$ cat src/rtl/updi_pkg.sv
// Shared types for the UPDI PHY arbitration slice.
package updi_pkg;

  localparam int unsigned N_UPDI_REQ = 2;

  typedef enum logic [1:0] {
    ARB_IDLE,
    ARB_GRANT,
    ARB_DRAIN
  } arb_state_t;

endpackage

$ cat src/rtl/updi_idle_watchdog.sv
// Owner-inactivity counter; expired_o flags the last idle cycle before a forced revoke.
module updi_idle_watchdog
  import updi_pkg::*;
#(
  parameter int unsigned IDLE_TIMEOUT_CLKS = 50000000,
  parameter int unsigned TIMEOUT_BITS      = $clog2(IDLE_TIMEOUT_CLKS + 1)
) (
  input  logic clk,
  input  logic rst,
  input  logic en_i,
  input  logic kick_i,
  output logic expired_o
);

  localparam logic [TIMEOUT_BITS-1:0] LAST = TIMEOUT_BITS'(IDLE_TIMEOUT_CLKS - 1);

  logic [TIMEOUT_BITS-1:0] cnt_q, cnt_d;

  assign expired_o = en_i && !kick_i && (cnt_q == LAST);

  always_comb begin
    cnt_d = cnt_q + TIMEOUT_BITS'(1);
    if (!en_i || kick_i || expired_o) cnt_d = '0;
  end

  always_ff @(posedge clk or posedge rst) begin
    if (rst) cnt_q <= '0;
    else     cnt_q <= cnt_d;
  end

endmodule

$ cat src/rtl/updi_phy_arbiter.sv
// Session-level arbiter sharing one updi_phy between the programmer (port 0) and a debug bridge (port 1).
module updi_phy_arbiter
  import updi_pkg::*;
#(
  parameter int unsigned IDLE_TIMEOUT_CLKS = 50000000,
  parameter int unsigned TIMEOUT_BITS      = $clog2(IDLE_TIMEOUT_CLKS + 1)
) (
  input  logic                           clk,
  input  logic                           rst,
  input  logic [N_UPDI_REQ-1:0]          req_i,
  output logic [N_UPDI_REQ-1:0]          gnt_o,
  output logic                           owner_o,
  output logic                           timeout_err_o,
  input  logic [N_UPDI_REQ-1:0][7:0]     req_tx_data_i,
  input  logic [N_UPDI_REQ-1:0]          req_tx_wr_en_i,
  output logic [N_UPDI_REQ-1:0]          req_tx_full_o,
  output logic [7:0]                     req_rx_data_o,
  input  logic [N_UPDI_REQ-1:0]          req_rx_rd_en_i,
  output logic [N_UPDI_REQ-1:0]          req_rx_empty_o,
  input  logic [N_UPDI_REQ-1:0]          req_db_start_i,
  output logic [N_UPDI_REQ-1:0]          req_db_busy_o,
  output logic [N_UPDI_REQ-1:0]          req_db_done_o,
  output logic [7:0]                     phy_tx_data_o,
  output logic                           phy_tx_wr_en_o,
  input  logic                           phy_tx_full_i,
  input  logic [7:0]                     phy_rx_data_i,
  output logic                           phy_rx_rd_en_o,
  input  logic                           phy_rx_empty_i,
  output logic                           phy_db_start_o,
  input  logic                           phy_db_busy_i,
  input  logic                           phy_db_done_i
);

  arb_state_t            state_q;
  logic [N_UPDI_REQ-1:0] gnt_q;
  logic [N_UPDI_REQ-1:0] mask_q;
  logic                  owner_q;
  logic                  timeout_q;

  logic [N_UPDI_REQ-1:0] eff_req;
  logic                  grant_idx;
  logic                  owner_kick;
  logic                  wd_expired;

  // Round-robin only matters on a tie: the previous owner yields.
  always_comb begin
    eff_req   = req_i & ~mask_q;
    grant_idx = (eff_req == 2'b11) ? ~owner_q : eff_req[1];
  end

  assign owner_kick = req_tx_wr_en_i[owner_q] | req_rx_rd_en_i[owner_q] |
                      req_db_start_i[owner_q] | phy_db_busy_i;

  updi_idle_watchdog #(
    .IDLE_TIMEOUT_CLKS (IDLE_TIMEOUT_CLKS),
    .TIMEOUT_BITS      (TIMEOUT_BITS)
  ) u_wdog (
    .clk       (clk),
    .rst       (rst),
    .en_i      (state_q == ARB_GRANT),
    .kick_i    (owner_kick),
    .expired_o (wd_expired)
  );

  always_ff @(posedge clk or posedge rst) begin
    if (rst) begin
      state_q   <= ARB_IDLE;
      gnt_q     <= '0;
      mask_q    <= '0;
      owner_q   <= 1'b0;
      timeout_q <= 1'b0;
    end else begin
      timeout_q <= 1'b0;
      mask_q    <= mask_q & req_i;
      case (state_q)
        ARB_IDLE: begin
          if (eff_req != '0) begin
            owner_q <= grant_idx;
            gnt_q   <= grant_idx ? 2'b10 : 2'b01;
            state_q <= ARB_GRANT;
          end
        end
        ARB_GRANT: begin
          if (wd_expired) begin
            gnt_q           <= '0;
            timeout_q       <= 1'b1;
            mask_q[owner_q] <= 1'b1;
            state_q         <= ARB_DRAIN;
          end else if (!req_i[owner_q]) begin
            gnt_q   <= '0;
            state_q <= ARB_DRAIN;
          end
        end
        ARB_DRAIN: begin
          if (phy_rx_empty_i && !phy_db_busy_i) state_q <= ARB_IDLE;
        end
        default: state_q <= ARB_IDLE;
      endcase
    end
  end

  // Only the owner in GRANT reaches the PHY; everyone else sees a stalled, quiet PHY.
  always_comb begin
    phy_tx_data_o  = '0;
    phy_tx_wr_en_o = 1'b0;
    phy_rx_rd_en_o = 1'b0;
    phy_db_start_o = 1'b0;
    req_tx_full_o  = '1;
    req_rx_empty_o = '1;
    req_db_busy_o  = '0;
    req_db_done_o  = '0;
    if (state_q == ARB_GRANT) begin
      phy_tx_data_o           = req_tx_data_i[owner_q];
      phy_tx_wr_en_o          = req_tx_wr_en_i[owner_q];
      phy_rx_rd_en_o          = req_rx_rd_en_i[owner_q];
      phy_db_start_o          = req_db_start_i[owner_q];
      req_tx_full_o[owner_q]  = phy_tx_full_i;
      req_rx_empty_o[owner_q] = phy_rx_empty_i;
      req_db_busy_o[owner_q]  = phy_db_busy_i;
      req_db_done_o[owner_q]  = phy_db_done_i;
    end else if (state_q == ARB_DRAIN) begin
      phy_rx_rd_en_o = !phy_rx_empty_i;
    end
  end

  assign req_rx_data_o = phy_rx_data_i;
  assign gnt_o         = gnt_q;
  assign owner_o       = owner_q;
  assign timeout_err_o = timeout_q;

endmodule

$ cat config.mk
export PLATFORM = sky130hd
export DESIGN_NAME = updi_phy_arbiter
export DESIGN_NICKNAME = d
export VERILOG_FILES = /design/src/rtl/updi_pkg.sv /design/src/rtl/updi_idle_watchdog.sv /design/src/rtl/updi_phy_arbiter.sv
export SDC_FILE = /design/constraint.sdc
export NUM_CORES = 1
export LEC_CHECK = 0
export ABC_AREA = 1
export ABC_CLOCK_PERIOD_IN_PS = 2430
export CORE_MARGIN = 4
export CORE_UTILIZATION = 36
export DETAILED_ROUTE_END_ITERATION = 8
export REMOVE_ABC_BUFFERS = 1
export SLEW_MARGIN = 10
export SYNTH_ARGS = -nofsm -noshare
export SYNTH_HDL_FRONTEND = slang
export SYNTH_SLANG_ARGS = --single-unit
$ cat constraint.sdc
create_clock -name clk -period 2.43 [get_ports clk]
set_input_delay 0.243 -clock clk [delete_from_list [all_inputs] [get_ports clk]]
set_output_delay 0.243 -clock clk [all_outputs]
set_load 0.01 [all_outputs]
; Word-level counts from Yosys, hierarchy flattened
; Cells that the tools add are included.
[word_totals]
out_inout_bits = 31
regBits = 34
[classes]
eq_ne = 7
bitwise_logic = 13
magnitude_cmp = 2
reduce_logical = 16
mux = 37
n_addsub = 1
[op_table]
columns = op, n
row1 = two-way mux 2 bit, 14
row2 = "adder 26 x 1 -> 26 bit, second input constant", 1
row3 = "== test 26 bit, second input constant", 1
row4 = two-way mux 26 bit, 1
row5 = two-way mux 8 bit, 3
row6 = two-way mux 1 bit, 16
row7 = bitwise AND 2 bit, 4
row8 = OR 2 bit, 3
row9 = one-hot mux 2 bit (3 select lines), 1
row10 = AND reduction 3 bit, 2
row11 = "== test 2 bit, second input constant", 2
row12 = logical AND 1 bit, 4
row13 = logical NOT 1 bit, 4
row14 = "inequality test 2 bit, second input constant", 2
row15 = inverter 2 bit, 2
row16 = one-hot mux 2 bit (2 select lines), 1
row17 = nonzero test 2 bit, 2
row18 = "inequality test 3 bit, second input constant", 1
row19 = OR 1 bit, 3
row20 = "== test 2 x 1 -> 1 bit, second input constant", 1
row21 = logical NOT 2 bit, 1
row22 = logical OR 1 bit, 2
row23 = "less-than comparator 1 x 2 -> 1 bit, second input constant", 1
row24 = AND reduction 2 bit, 1
row25 = 3 further kinds, 3

; Logic depth before layout (Yosys ltp)
[logic_depth]
ltp_word = 10
ltp_mapped = 11
depth_no_buf = 11

; Modules after synthesis
; Synthesis repeated with hierarchy kept, for this count alone.
[unflattened]
hier_cells = 347
hier_area_um2 = 2321.0
[by_module_without_submodules]
columns = mod, seq_area_each_um2, area_each_um2, cells_per_inst, instances
row1 = updi_idle_watchdog, 650.6, 1607.8, 233, 1
row2 = updi_phy_arbiter, 200.2, 713.2, 114, 1

; Worst setup path after synthesis
; OpenSTA, ideal clock, no wires.
[synth_path]
path_type = flip-flop to output port
start = register state_q[0]
end = output phy_tx_data_o[0]
path_buffers = 0
t_arrival_ns = 1.153
path_stages_with_launch = 6
path_slack_ns = 1.034
path_cell_list = dfrtp_1 -> nand2_1 -> inv_1 -> nand2_1 -> clkinv_1 -> a22o_1
[synth_via]
elab_chain_len = 2
[synth_rtl]
columns = item, line
row1 = "start, declared", updi_phy_arbiter.sv:34  ; arb_state_t state_q;
row2 = "start signal, assigned", updi_phy_arbiter.sv:67  ; state_q <= ARB_IDLE;
row3 = "start signal, assigned", updi_phy_arbiter.sv:80  ; state_q <= ARB_GRANT;
row4 = "start signal, assigned", updi_phy_arbiter.sv:88  ; state_q <= ARB_DRAIN;
row5 = == test 2 x 1 -> 1 bit, updi_phy_arbiter.sv:112  ; if (state_q == ARB_GRANT) begin
row6 = two-way mux 8 bit, updi_phy_arbiter.sv:112
row7 = "end, declared", updi_phy_arbiter.sv:23  ; output logic [7:0] phy_tx_data_o,
; Every way passes these cells.

; Worst setup path after layout
; Same ends and word-level chain as after synthesis.

==> reports/results.ini <==
[cells_and_area]
insertedDiodeCount=0
drive_gt1_share_pct=12.9
area.growth.synth_to_final_pct=32.6
nets_final=378
fin_util_pct=50.2
final.fill_count=526

[setup_path]
critical_path_peak_fanout=6
worstReg2RegStart=owner_o
critPathArrivalTime_ps=2000
worst-setup-path-type=flop to output port
critical_path.endpoint_type=output port
required_ps=2190
cp_slowest_stage_delay_ps=480
setup_crit_start=state_q[0]
critical_path.cell_chain=nand2_1 -> inv_1 -> nand2_2 -> clkinvlp_4 -> a22o_1 -> clkdlybuf4s50_1
cpMaxStageDelayCell=sky130_fd_sc_hd__clkdlybuf4s50_1
startpoint_type=flop

[synthesis]
number_of_enable_type_register_cells_in_the_synthesized_netlist=0
yosys_warnings=0
synth.most_common_cell=sky130_fd_sc_hd__nand2_1
synthCells=287
ys.flop_type=sky130_fd_sc_hd__dfrtp_1
synth-async-reset-ratio_pct=100
synth-seq-cells=34
synth.distinct_cells=35
synth.largest_area_cell=sky130_fd_sc_hd__dfrtp_1
synth-seq-area-share_pct=39.9
synthTopCellsByCount=65 x sky130_fd_sc_hd__nand2_1, 48 x sky130_fd_sc_hd__nor2_1, 42 x sky130_fd_sc_hd__inv_1
mappedNetlistArea_um2=2130
synth.top_cells.by_area=sky130_fd_sc_hd__dfrtp_1 40%, sky130_fd_sc_hd__nand2_1 11%, sky130_fd_sc_hd__nor2_1 8.4%
syn_avg_cell_area_um2=7.44
synth_top_cell_area_share_pct=39.9

[clock_network]
cts_repair_resize_count=0
clockBufferDepth=2
post_cts_hold_buffer_count=0
clock-root-buffer=sky130_fd_sc_hd__clkbuf_8
clock_latency_ps=290
cts.sinks=34
postCtsSetupBuffers=0
worst_setup_hold_path_clk_slew_ps=80
htreeDepth=2
tritoncts_clock_tree=done
numCtsBuffers=5

[place]
numPortBuffers=52
detailedPlacementHpwl_um=3980
gp_congestion=0.744
pre_cts_slack_ps=390

[timing]
final-max-slew-violation-count=0
whs_ps=335
timing.final.crit_period_ps=2240
finalSetupTns_ps=0
finClkSkew_ps=7.82
final-hold-violation-count=0
setup_violations=0
timing.slew.headroom_pct=58.4
post-route-period-util_pct=92.3
layout_setup_ws_ps=186
worstMarginPinSlew_ps=624
highest_clock_rate_mhz=446
rsz0062_at_grt=no

[routing]
route.antenna.remaining_nets=0
post-route-drc-count=0
dr.pass1.iters=4
dr.first_iter.drc_count=43
wl_per_cell_um=12.3
vias_per_cell=4.67
routed_wl_um=5060
route.vias.total=1925

[global_routing]
grt_first_pass_wirelength_um=8800
overflow_left_after_global_routing=0
grtUsageTotal_pct=14.7
grt_start_max_net_pins=22
vias_in_the_first_global_route=2030
grt_antenna_before_repair=0

[floorplan]
design.portCount=69
die-width_um=85
rows=27
initial_utilization_pct=37.8
die_area_um2=7230
fp.coreArea_um2=5640
die_height_um=85

[power_and_ir_drop]
static-leakage-power_nw=1.25
sequential_share_of_power_pct=33.8
power.density_nw_per_um2=684
internal_power_mw=1.30
power.share.switching_pct=33.1
pwr-share-comb_pct=39.2
clkPwrFrac_pct=27.0
max-vdd-ir-drop_v=0.000332
p_sw_mw=0.640

[status]
run_status=complete, no violations

[min_path]
hp-class=input port to asynchronous set/reset pin

[flow_run]
drv.max_cap_violation_count=0

==> layer usage <==
metal / wire (um) / vias up / global-route usage, %
li1: - / 992 / -
met1: 2280 / 872 / 17.2
met2: 2380 / 58 / 24.7
met3: 380 / 3 / 6.21
met4: 21 / 0 / 3.45
met5: 0 / - / 0
==> final timing paths <==
kind                               endpoint  slack (ps)  cells after the start
max reg2reg                        gnt_o[0]         880                      8
min in group clk            u_wdog.cnt_q[0]         470                      1
max in group asynchronous           owner_o        1550                      3
min reg2reg                 u_wdog.cnt_q[0]         470                      1
max                        phy_tx_data_o[0]         190                      6
min                        u_wdog.cnt_q[21]         340                      2
==> power by group through the flow <==
stage,registers [mW],clock network (mW),logic [mW]
after floorplan,0.663,0,0.348
after global routing,0.662,0.561,0.846
final,0.654,0.523,0.758
after global placement,0.660,0,0.735
after detailed placement,0.662,0,0.728
after CTS,0.651,0.541,0.735
==> sequential cells by signal, summed over array words and instances, names as in the netlist <==
name	cells
gnt_o	2
mask_q	2
owner_o	1
state_q	2
timeout_err_o	1
u_wdog.cnt_q	26
==> cells in the final DEF, fill, tap and decap left out, types with 4 or more instances in the layout <==
cell type and count:
sky130_fd_sc_hd__nor2_1 48, sky130_fd_sc_hd__clkbuf_8 5, sky130_fd_sc_hd__a21oi_1 5, sky130_fd_sc_hd__nand2_1 63, sky130_fd_sc_hd__nand3_1 13, sky130_fd_sc_hd__nor3b_2 4, sky130_fd_sc_hd__nor3_1 8, sky130_fd_sc_hd__xor2_1 4
sky130_fd_sc_hd__clkdlybuf4s50_1 52, sky130_fd_sc_hd__nand2_2 4, sky130_fd_sc_hd__a22o_1 8, sky130_fd_sc_hd__inv_1 41, sky130_fd_sc_hd__o21ai_0 8, sky130_fd_sc_hd__dfrtp_1 33, sky130_fd_sc_hd__clkinvlp_4 6
==> critical path, delay by kind of cell (launching register included) <==
family,cells,cell delay [ps]
buffers and inverters,3,770
DFF,1,400
and+or+nand+nor,2,320
AOI/OAI and AO/OA,1,220
==> through the flow <==
| stage | cell area, um^2 | std cells | power [mW] |
|---|---|---|---|
| 2_1_floorplan | 2040 | 275 | 1.01 |
| 3_3_place_gp | 2690 | 402 | 1.39 |
| 3_5_place_dp | 2690 | 402 | 1.39 |
| 4_1_cts | 2800 | 410 | 1.93 |
| 5_1_grt | 2830 | 412 | 2.07 |
| 6_report | 2830 | 412 | 1.94 |
==> cells by family (layout without fill, tap and decap cells) <==
| family | Yosys count | in the layout | synth area share [%] |
|---|---|---|---|
| AOI/OAI and AO/OA | 30 | 30 | 9.09 |
| xor gates and xnor gates | 4 | 4 | 1.64 |
| buffers and inverters | 60 | 113 | 13.1 |
| DFF | 34 | 34 | 39.9 |
| adders and majority gates | 1 | 1 | 0.586 |
| and+or+nand+nor | 158 | 158 | 35.8 |
==> final cells by class <==
class	instances	area (um^2)	share of cell area, %
clock buffer	5	68.8	2.43
clock inverter	3	45.0	1.59
inverter	48	194	6.85
multi-input combinational	193	1010	35.7
sequential	34	852	30.1
tap	72	90.1	3.18
timing repair buffer	55	556	19.6
timing repair inverter	2	15.0	0.531
Power figures use the tool's default switching activity.
